## src/rtl/adc_filt_pkg.sv

```systemverilog
// Shared encodings and defaults for the ADC averaging filter bank.
// Optional overrun detection is enabled by defining ADC_FILT_OVERRUN_EN.
package adc_filt_pkg;

    typedef enum logic {
        MODE_BLOCK = 1'b0,
        MODE_IIR   = 1'b1
    } mode_e;

    typedef enum logic [1:0] {
        ST_IDLE = 2'd0,
        ST_ACC  = 2'd1,
        ST_EVAL = 2'd2
    } state_e;

    localparam int unsigned DEF_MAX_LEVEL = 10;

    function automatic int unsigned ch_width(input int unsigned n);
        return (n > 1) ? $clog2(n) : 1;
    endfunction

endpackage

```

## src/rtl/adc_avg_filter_bank_if.sv

```systemverilog
// Sample-stream interface (data, channel, valid/ready) for the ADC filter bank.
interface adc_avg_filter_bank_if
    import adc_filt_pkg::*;
#(
    parameter int unsigned NUM_CH = 8,
    parameter int unsigned DATA_W = 12
);
    localparam int unsigned CH_W = ch_width(NUM_CH);

    logic [DATA_W-1:0] s_data;
    logic [CH_W-1:0]   s_ch;
    logic              s_valid;
    logic              s_ready;

    modport master (output s_data, s_ch, s_valid, input s_ready);
    modport slave  (input s_data, s_ch, s_valid, output s_ready);

endinterface

```

## src/rtl/adc_filt_acc_update.sv

```systemverilog
// Combinational accumulator update: block average or exponential IIR step.
module adc_filt_acc_update
    import adc_filt_pkg::*;
#(
    parameter  int unsigned DATA_W    = 12,
    parameter  int unsigned MAX_LEVEL = DEF_MAX_LEVEL,
    localparam int unsigned AW        = DATA_W + MAX_LEVEL,
    localparam int unsigned CW        = MAX_LEVEL + 1
) (
    input  mode_e             mode,
    input  logic [3:0]        level,
    input  logic [DATA_W-1:0] x,
    input  logic [AW-1:0]     acc,
    input  logic [CW-1:0]     cnt,
    output logic [AW-1:0]     acc_nx,
    output logic [CW-1:0]     cnt_nx,
    output logic [DATA_W-1:0] out,
    output logic              done
);

    logic [3:0]         lvl;
    logic [AW-1:0]      sum;
    logic signed [AW:0] diff;
    logic signed [AW:0] step;
    logic signed [AW:0] iir;

    always_comb begin
        lvl  = (32'(level) > MAX_LEVEL) ? 4'(MAX_LEVEL) : level;
        sum  = acc + AW'(x);
        // IIR state is y scaled by 2^MAX_LEVEL; difference kept one bit wider and signed
        diff = $signed({1'b0, x, {MAX_LEVEL{1'b0}}}) - $signed({1'b0, acc});
        step = diff >>> lvl;
        iir  = $signed({1'b0, acc}) + step;

        acc_nx = sum;
        cnt_nx = cnt + CW'(1);
        out    = DATA_W'(sum >> lvl);
        done   = (cnt_nx == (CW'(1) << lvl));

        if (mode == MODE_IIR) begin
            acc_nx = AW'(iir);
            cnt_nx = cnt;
            out    = DATA_W'(acc_nx >> MAX_LEVEL);
            done   = 1'b1;
        end
    end

endmodule

```

## src/rtl/adc_avg_filter_bank.sv

```systemverilog
// Multi-channel ADC averaging filter (block average / exponential IIR) with 3-cycle update.
// Define ADC_FILT_OVERRUN_EN to build the sticky overrun detector on m_overrun.
module adc_avg_filter_bank
    import adc_filt_pkg::*;
#(
    parameter  int unsigned NUM_CH    = 8,
    parameter  int unsigned DATA_W    = 12,
    parameter  int unsigned MAX_LEVEL = DEF_MAX_LEVEL,
    localparam int unsigned CH_W      = ch_width(NUM_CH)
) (
    input  logic                     clk,
    input  logic                     reset_n,
    input  logic                     core_en,
    input  logic                     mode,
    input  logic [3:0]               filter_level,
    adc_avg_filter_bank_if.slave     s_if,
    output logic [NUM_CH*DATA_W-1:0] m_data,
    output logic                     m_valid,
    output logic [CH_W-1:0]          m_ch,
    output logic                     m_overrun
);

    localparam int unsigned AW = DATA_W + MAX_LEVEL;
    localparam int unsigned CW = MAX_LEVEL + 1;

    state_e state_q, state_d;

    logic [AW-1:0]     acc_mem [NUM_CH];
    logic [CW-1:0]     cnt_mem [NUM_CH];

    logic [DATA_W-1:0] x_q;
    logic [CH_W-1:0]   ch_q;
    logic [AW-1:0]     acc_q;
    logic [CW-1:0]     cnt_q;
    logic [DATA_W-1:0] out_q;
    logic              done_q;
    logic              abort_q;
    mode_e             mode_q;
    logic [3:0]        level_q;

    logic [AW-1:0]     acc_nx;
    logic [CW-1:0]     cnt_nx;
    logic [DATA_W-1:0] out_nx;
    logic              done_nx;

    logic take;
    logic ch_ok;
    logic cfg_change;

    assign take       = s_if.s_valid && s_if.s_ready;
    assign ch_ok      = 32'(s_if.s_ch) < NUM_CH;
    assign cfg_change = (mode != mode_q) || (filter_level != level_q);

    adc_filt_acc_update #(
        .DATA_W    (DATA_W),
        .MAX_LEVEL (MAX_LEVEL)
    ) u_update (
        .mode   (mode_q),
        .level  (level_q),
        .x      (x_q),
        .acc    (acc_q),
        .cnt    (cnt_q),
        .acc_nx (acc_nx),
        .cnt_nx (cnt_nx),
        .out    (out_nx),
        .done   (done_nx)
    );

    always_ff @(posedge clk) begin
        if (!reset_n) state_q <= ST_IDLE;
        else          state_q <= state_d;
    end

    always_comb begin
        state_d     = ST_IDLE;
        s_if.s_ready = 1'b0;
        case (state_q)
            ST_IDLE: begin
                s_if.s_ready = reset_n && core_en;
                // an out-of-range channel is consumed but leaves the FSM in IDLE
                state_d = (take && ch_ok) ? ST_ACC : ST_IDLE;
            end
            ST_ACC:  state_d = ST_EVAL;
            ST_EVAL: state_d = ST_IDLE;
            default: state_d = ST_IDLE;
        endcase
    end

    always_ff @(posedge clk) begin
        if (!reset_n) begin
            for (int unsigned i = 0; i < NUM_CH; i++) begin
                acc_mem[i] <= '0;
                cnt_mem[i] <= '0;
            end
            x_q     <= '0;
            ch_q    <= '0;
            acc_q   <= '0;
            cnt_q   <= '0;
            out_q   <= '0;
            done_q  <= 1'b0;
            abort_q <= 1'b0;
            mode_q  <= MODE_BLOCK;
            level_q <= '0;
            m_data  <= '0;
            m_valid <= 1'b0;
            m_ch    <= '0;
        end else begin
            m_valid <= 1'b0;
            mode_q  <= mode_e'(mode);
            level_q <= filter_level;

            case (state_q)
                ST_IDLE: begin
                    if (take && ch_ok) begin
                        x_q   <= s_if.s_data;
                        ch_q  <= s_if.s_ch;
                        acc_q <= cfg_change ? '0 : acc_mem[s_if.s_ch];
                        cnt_q <= cfg_change ? '0 : cnt_mem[s_if.s_ch];
                    end
                end
                ST_ACC: begin
                    acc_mem[ch_q] <= acc_nx;
                    cnt_mem[ch_q] <= cnt_nx;
                    out_q         <= out_nx;
                    done_q        <= done_nx;
                    abort_q       <= cfg_change;
                end
                ST_EVAL: begin
                    if (done_q && mode_q == MODE_BLOCK) begin
                        acc_mem[ch_q] <= '0;
                        cnt_mem[ch_q] <= '0;
                    end
                    if (done_q && !abort_q && !cfg_change) begin
                        m_data[ch_q*DATA_W +: DATA_W] <= out_q;
                        m_valid                       <= 1'b1;
                        m_ch                          <= ch_q;
                    end
                end
                default: ;
            endcase

            // configuration change or idle-disable overrides any per-channel write above
            if (cfg_change || (state_q == ST_IDLE && !core_en)) begin
                for (int unsigned i = 0; i < NUM_CH; i++) begin
                    acc_mem[i] <= '0;
                    cnt_mem[i] <= '0;
                end
            end
        end
    end

`ifdef ADC_FILT_OVERRUN_EN
    always_ff @(posedge clk) begin
        if (!reset_n || !core_en)                m_overrun <= 1'b0;
        else if (s_if.s_valid && !s_if.s_ready)  m_overrun <= 1'b1;
    end
`else
    assign m_overrun = 1'b0;
`endif

endmodule

```

## src/flat_wrapper.sv

```systemverilog
// flat-port wrapper written by rule: the top's interface ports become plain ports
module adc_avg_filter_bank_flat import adc_filt_pkg::*;
#(
    parameter  int unsigned NUM_CH    = 8,
    parameter  int unsigned DATA_W    = 12,
    parameter  int unsigned MAX_LEVEL = DEF_MAX_LEVEL,
    localparam int unsigned CH_W      = ch_width(NUM_CH)
)
  (clk, reset_n, core_en, mode, filter_level, m_data, m_valid, m_ch, m_overrun, s_if_s_data, s_if_s_ch, s_if_s_valid, s_if_s_ready);
  adc_avg_filter_bank_if #(.NUM_CH(NUM_CH), .DATA_W(DATA_W)) s_if_i ();
  input  logic clk;
  input  logic reset_n;
  input  logic core_en;
  input  logic mode;
  input  logic [3:0] filter_level;
  output logic [NUM_CH*DATA_W-1:0] m_data;
  output logic m_valid;
  output logic [CH_W-1:0] m_ch;
  output logic m_overrun;
  input wire logic [$bits(s_if_i.s_data)-1:0] s_if_s_data;
  input wire logic [$bits(s_if_i.s_ch)-1:0] s_if_s_ch;
  input wire logic [$bits(s_if_i.s_valid)-1:0] s_if_s_valid;
  output wire logic [$bits(s_if_i.s_ready)-1:0] s_if_s_ready;
  assign s_if_i.s_data = s_if_s_data;
  assign s_if_i.s_ch = s_if_s_ch;
  assign s_if_i.s_valid = s_if_s_valid;
  assign s_if_s_ready = s_if_i.s_ready;
  adc_avg_filter_bank #(.NUM_CH(NUM_CH), .DATA_W(DATA_W), .MAX_LEVEL(MAX_LEVEL)) u_core (.clk(clk), .reset_n(reset_n), .core_en(core_en), .mode(mode), .filter_level(filter_level), .s_if(s_if_i), .m_data(m_data), .m_valid(m_valid), .m_ch(m_ch), .m_overrun(m_overrun));
endmodule
```

## config.mk

```make
export PLATFORM = sky130hd
export DESIGN_NAME = adc_avg_filter_bank_flat
export DESIGN_NICKNAME = d
export VERILOG_FILES = /design/src/rtl/adc_filt_pkg.sv /design/src/rtl/adc_avg_filter_bank_if.sv /design/src/rtl/adc_filt_acc_update.sv /design/src/rtl/adc_avg_filter_bank.sv /design/src/flat_wrapper.sv
export SDC_FILE = /design/constraint.sdc
export NUM_CORES = 1
export LEC_CHECK = 0
export ABC_AREA = 1
export BUFFER_PORTS_ARGS = -buffer_cell sky130_fd_sc_hd__buf_2
export CORE_MARGIN = 5
export CORE_UTILIZATION = 43
export CTS_CLUSTER_DIAMETER = 80
export DETAILED_ROUTE_END_ITERATION = 7
export PLACE_DENSITY = 0.63
export SETUP_SLACK_MARGIN = 0.2
export SYNTH_ARGS = -nofsm -noshare
export SYNTH_HDL_FRONTEND = slang
export SYNTH_SLANG_ARGS = --single-unit
```

## constraint.sdc

```tcl
create_clock -name clk -period 5.4 [get_ports clk]
set_clock_uncertainty 0.05 [all_clocks]
set_input_delay 0.27 -clock clk [delete_from_list [all_inputs] [get_ports clk]]
set_output_delay 0.27 -clock clk [all_outputs]
set_load 0.1 [all_outputs]
```

==> results of run 1 <==
-- what timing repair did --
item / in CTS / in global routing
endpoints found under the setup margin: 8 / 108
setup buffers: 0 / 1
pin swaps: 0 / 1
resized for setup: 1 / 24
hold buffers: 18 / 0
endpoints found under the hold margin: 18 / 0
-- area by class of cell --
type                       instances  area (sq um)
clock inverter                    28         281.5
inverter                         208         782.0
sequential                       433         11310
timing repair buffer             211          1361
multi-input combinational       2205         11350
clock buffer                      64          1354
tap                              748         935.9
fill                            5356         27820
-- power by group --
part / internal, mW / switching, mW / leakage (nW)
Clock: 1.98 / 1.43 / 0.817
Combinational: 0.272 / 0.732 / 5.89
Sequential: 3.51 / 0.0264 / 4.61
Total: 5.76 / 2.19 / 11.3
-- worst register-to-register path, cell delays in order (launching register included) --
cell      delay, ps
dfxtp_1         360
inv_1           180
ha_2            260
nand3_2          90
nor2_2          180
nand2_1         120
o21ai_2         200
a21boi_1        130
o21ai_1         210
xnor2_1         210
nand2_1         110
nand3_1          90
nand2_1         130
o21ai_0         230
nor2_1          100
ha_1            400
nand2_1         150
nor3_2          230
nand4_1         130
nand3_1         200
nand2_1          70
nand2_1         130
a21oi_1         100
o21ai_2         120
nand2_1         200
nand2_2         200
nor2_1           90
-- how the worst max path moves through the flow --
stage / start / end / cells past startpoint
after floorplan: u_core.acc_q[12] / u_core.acc_mem[0][18] / 30
after global placement: u_core.acc_q[12] / u_core.acc_mem[0][19] / 28
after detailed placement: u_core.acc_q[12] / u_core.acc_mem[0][19] / 28
after CTS: u_core.acc_q[12] / u_core.acc_mem[0][19] / 28
after global routing: u_core.acc_q[1] / u_core.acc_mem[2][19] / 30
final: u_core.acc_q[1] / u_core.acc_mem[0][19] / 26
-- synth_stat cells, types with 18 or more instances --
master      n  share of area, %
o21ai_1    24              0.50
clkbuf_1  100               1.6
nand3_1   124               2.6
inv_1     175               2.7
nor3_1     26              0.54
a32o_1     34               1.4
dfxtp_1   169                14
nor2_1    477               7.4
a21oi_1   262               5.5
nand2_1   688                11
xor2_1     36               1.3
nand4_1    18              0.47
buf_2      41              0.85
a32oi_1    34               1.2
edfxtp_1  264                33
inv_2      30              0.47
o21ai_0   172               3.6
o211ai_1   61               1.9
ha_1       58               3.0
a211oi_1   20              0.62
-- registers in the layout, indices dropped and copies added (netlist names), 4 cells and up --
| register | flops |
|---|---|
| u_core.acc_mem | 176 |
| u_core.acc_q | 22 |
| u_core.cnt_mem | 88 |
| u_core.cnt_q | 11 |
| u_core.level_q | 4 |
| u_core.m_data | 96 |
| u_core.out_q | 12 |
| u_core.x_q | 12 |
-- logic make-up after synthesis --
group                      synth area share [%]
AOI/OAI and AO/OA                         17.12
xor gates and xnor gates                  1.926
adders and majority gates                 3.268
buffers and inverters                     6.021
DFF                                       47.05
muxes                                    0.1249
other                                   0.01560
and+or+nand+nor                           24.48
-- stage by stage --
| step | utilization [%] | cell area [sq um] | total power [mW] |
|---|---|---|---|
| finish | 49.59 | 27380 | 7.952 |
| floorplan | - | 24040 | 4.288 |
| global route | 49.59 | 27380 | 8.237 |
| detailed placement | 46.19 | 25500 | 4.575 |
| global placement | 46.19 | 25500 | 4.569 |
| CTS | 49.48 | 27310 | 7.984 |
-- routing by layer --
metal / global-route usage (%) / vias up / part of all wire, %
li1: - / 10460 / -
met1: 35.56 / 10580 / 42
met2: 42.86 / 1004 / 46
met3: 4.318 / 162 / 7.7
met4: 9.288 / 2 / 3.8
met5: 0 / - / 0.0085
==> impl_metrics.tcl, run 1 <==
set metrics [dict create \
    status "finished, violations left" \
    violations "DRC" \
    r2r_end "u_core.acc_mem[0][19]" \
    r2r_start "u_core.acc_q[1]" \
    path_max_fanout 8 \
    grt_pass1_wl_um 125300 \
    cpMostUsedCell "nand2_1" \
    cts.sinks 433 \
    grt_max_degree 92 \
    ant_nets 0 \
    clock_path_buffers 3 \
    setup_tns_ps 0 \
    grt_antenna_before_repair 1 \
    pre_cts_slack_ps 184.6 \
    grt_use_total_pct 26.28 \
    placedCellCount 3786 \
    regToRegSetupSlack_ps 460 \
    hold_path.startpoint "s_if_s_valid" \
    max_slew_margin_pct 16.80 \
    pwr_density_cell_nw_per_um2 290.5 \
    grt_pass1_vias 21170 \
    seq_area_frac_synth_pct 47.05 \
    ys_ff_latch 433 \
    overflow 0 \
    post_drt_wl_per_cell_um 21.12 \
    endpoint_kind "flop" \
    hold_violations 0 \
    avgSynthCellArea_sq_um 8.006 \
    syn_to_final_growth_pct 13.87 \
    numCtsBuffers 49 \
    core_area_sq_um 55200 \
    vias 22200 \
    netlist_instances 3003 \
    ff2ff_path_depth 26 \
    synth_ff_type "edfxtp_1" \
    whs_ps 159.2 \
    setup_viol 0 \
    drive_gt1_share_pct 12.58 \
    syn_nets 3088 \
    slowest_delay_ps 400 \
    p_leak_nw 11.31 \
    ir_worst_vdd_uv 227.4 \
    clockRootBuffer "clkbuf_16" \
    dieArea_sq_um 60740 \
    drt_wl_total_um 82290 \
    netlist_area_sq_um 24040 \
    antenna_cells 0 \
    clkTransAtPathRegs_ps 60 \
    synth_edf_count 264 \
    row_count 86 \
    hpwl_um 55490 \
    tightest_slew_ps 1243 \
    nNetsFinal 3193 \
    final_common_cell "nand2_1" \
    synthArstFlopShare_pct 0 \
    dieHeight_um 246.5 \
    path_buf_inv 1 \
    drv_cap 0 \
    vias_per_cell 5.697 \
    io_pins 126 \
    drt_iter0_drc 2019 \
    crit_family "simple AND/OR/NAND/NOR gates" \
    die-width_um 246.5 \
    start_kind "flop" \
    period_share_pct 91.57 \
    critPathArrivalTime_ps 5220 \
    clock_latency_ps 600 \
    layout_common_cells "nand2_1, nor2_1, edfxtp_1" \
    initial_core_util_pct 43.55 \
    required_ps 5670 \
    critPathSlowestCell "ha_1" \
    layoutNonFillerInstCount 3897 \
    max_freq_mhz 202.2 \
    ys_types 66 \
    tritoncts "built" \
    port_buffers 124 \
    slew_viol_final 0 \
    min_path_type "in2reg" \
    rsz0062_at_grt "yes" \
    cts_max_level 2 \
    routabilityCongestion 0.9766 \
    min_path_cells 5 \
    fin_ws_ps 455.4 \
    ys_warn_count 0 \
    dr.pass1.iters 8 \
    worstSetupPathType "reg2reg" \
    finalCriticalPeriod_ps 4945 \
    drc_errors 2 \
    holdPathEnd "u_core.acc_q[15]" \
]
No activity file was read; power rests on OpenSTA's default activity.
==> inputs of run 2 (changes only) <==
- CELL_PAD_IN_SITES_DETAIL_PLACEMENT: default -> 0
- CELL_PAD_IN_SITES_GLOBAL_PLACEMENT: default -> 2
- CORE_UTILIZATION: 43 -> 40
- PLACE_DENSITY: 0.63 -> 0.89
- clock period: 5.4 -> 6.35 ns (I/O delays scaled with it)
==> run 2 against run 1 <==
Net effect: the run now ends clean; wire length is 1.9% higher; worst setup slack better by 280 ps; hold slack worse by 21 ps; maximum frequency is 12% lower; first-iteration DRC count is 12% lower; non-clock buffer count is 28 lower; highest routed layer unchanged.
==> impl_metrics.tcl, run 2 (synthesized netlist as in run 1, its figures left out) <==
set metrics [dict create \
    finalCriticalPeriod_ps 5612 \
    path_max_fanout 44 \
    seqCellArea_sq_um 11310 \
    drc_errors 0 \
    p_clk_share_pct 42.7 \
    pwr-share-comb_pct 12.5 \
    post_drt_wl_per_cell_um 21.54 \
    initial_core_util_pct 40.58 \
    ant_nets 0 \
    setup_tns_ps 0 \
    max_freq_mhz 178.2 \
    drive_gt1_share_pct 10.97 \
    top_regs "u_core.acc_mem: 176 flops, u_core.m_data: 96 flops, u_core.cnt_mem: 88 flops" \
    post_dp_cell_area_sq_um 25290 \
    cts_setup_buffers 0 \
    grt_antenna_before_repair 4 \
    dr.pass1.iters 5 \
    critPathArrivalTime_ps 5900 \
    ir_worst_vdd_uv 195.5 \
    status "finished clean" \
    holdPathEnd "u_core.ch_q[2]" \
    tightest_slew_ps 1147 \
    clkTransAtPathRegs_ps 60 \
    clockRootBuffer "clkbuf_16" \
    cts_hold_buf 18 \
    vias 21780 \
    io_pins 126 \
    grt_pass1_wl_um 125300 \
    cts_resized 0 \
    layoutNonFillerInstCount 3892 \
    numCtsBuffers 50 \
    grt_use_total_pct 24.89 \
    final_cell_area_sq_um 27100 \
    fin_util_pct 45.74 \
    largest_reg_flops 176 \
    drt_iter0_drc 1778 \
    ff2ff_path_depth 21 \
    p_leak_nw 11.11 \
    slew_viol_final 0 \
    rsz0062_at_grt "no" \
    max_flop_register "u_core.acc_mem" \
    layout_common_cells "nand2_1, nor2_1, edfxtp_1" \
    multiInputGateArea_sq_um 11300 \
    drv_cap 0 \
    max_slew_margin_pct 23.56 \
    r2r_start "u_core.level_q[2]" \
    hold_violations 0 \
    syn_to_final_growth_pct 12.72 \
    hpwl_um 56770 \
    hold_path.startpoint "s_if_s_ch[2]" \
    start_kind "flop" \
    core_area_sq_um 59240 \
    regToRegSetupSlack_ps 740 \
    p_sw_share_pct 27.63 \
    switchingPower_mw 1.855 \
    intPower_mw 4.859 \
    row_count 89 \
    required_ps 6640 \
    total_power_mw 6.713 \
    overflow 0 \
    nNetsFinal 3166 \
    endpoint_kind "flop" \
    clock_path_buffers 3 \
    r2r_end "u_core.acc_mem[1][10]" \
    cts_max_level 2 \
    tritoncts "built" \
    routabilityCongestion 0.9647 \
    period_share_pct 88.37 \
    vias_per_cell 5.596 \
    port_buffers 124 \
    pwr_density_cell_nw_per_um2 247.7 \
    clock_latency_ps 630 \
    grt_max_degree 92 \
    final_common_cell "nand2_1" \
    min_path_cells 3 \
    grt_pass1_vias 20990 \
    worstSetupPathType "reg2reg" \
    setup_viol 0 \
    min_path_type "in2reg" \
    cts.sinks 433 \
    dieHeight_um 255.2 \
    placedCellCount 3784 \
    dieArea_sq_um 65110 \
    die-width_um 255.2 \
    fillCellCount 5912 \
    drt_wl_total_um 83830 \
    p_seq_share_pct 44.8 \
]
==> run 2: worst max-delay path: stages (launching register included) <==
cell and delay (ps):
dfxtp_1 530, inv_2 150, a21oi_4 240, nor2_4 50, inv_2 530, o21ai_0 280, nand2_1 100, a21boi_0 370
inv_1 140, o22ai_1 130, a31oi_1 110, ha_1 380, a21oi_1 200, o21ai_0 110, a21oi_1 220, o21ai_0 230
a21oi_1 290, inv_1 110, o21ai_0 520, o31ai_1 250, nand2_1 280, nor2_1 70
==> run 2: through the flow <==
step           hold WS, ps  setup slack [ps]
5_1_grt              127.5             279.9
4_1_cts              109.9             881.3
6_report             138.2             738.4
3_5_place_dp         391.4             871.4
2_1_floorplan        361.0              2336
3_3_place_gp         386.2             836.7
==> run 2: per-layer routing <==
metal | track usage, % | wire length (um) | up-vias
li1 | - | - | 10400
met1 | 33.65 | 36840 | 10480
met2 | 40.00 | 38080 | 757
met3 | 4.756 | 5687 | 145
met4 | 9.232 | 3199 | 2
met5 | 0 | 20 | -
==> run 2: worst max-delay path by stage <==
| stage | start | endpoint | slack (ps) |
|---|---|---|---|
| after floorplan | u_core.acc_q[12] | u_core.acc_mem[0][18] | 2340 |
| after global placement | u_core.level_q[2] | u_core.acc_mem[1][10] | 840 |
| after detailed placement | u_core.level_q[2] | u_core.acc_mem[1][10] | 870 |
| after CTS | u_core.level_q[2] | u_core.acc_mem[5][10] | 880 |
| after global routing | u_core.level_q[2] | u_core.acc_mem[7][10] | 280 |
| final | u_core.level_q[2] | u_core.acc_mem[1][10] | 740 |
==> run 2: power by group through the flow <==
stage / Combinational (mW) / Sequential (mW) / Clock [mW]
6_report: 0.838 / 3.01 / 2.86
5_1_grt: 0.917 / 3.01 / 3.03
4_1_cts: 0.833 / 3.01 / 2.93
3_5_place_dp: 0.821 / 3.07 / 0
3_3_place_gp: 0.820 / 3.07 / 0
2_1_floorplan: 0.587 / 3.06 / 0
==> run 2: final cells by class <==
| cell class | count | share of cell area, % |
|---|---|---|
| timing repair buffer | 183 | 4.109 |
| tap | 773 | 3.569 |
| clock buffer | 73 | 5.120 |
| sequential | 433 | 41.74 |
| multi-input combinational | 2205 | 41.68 |
| inverter | 208 | 2.890 |
| clock inverter | 16 | 0.8819 |
| antenna | 1 | 0.009234 |
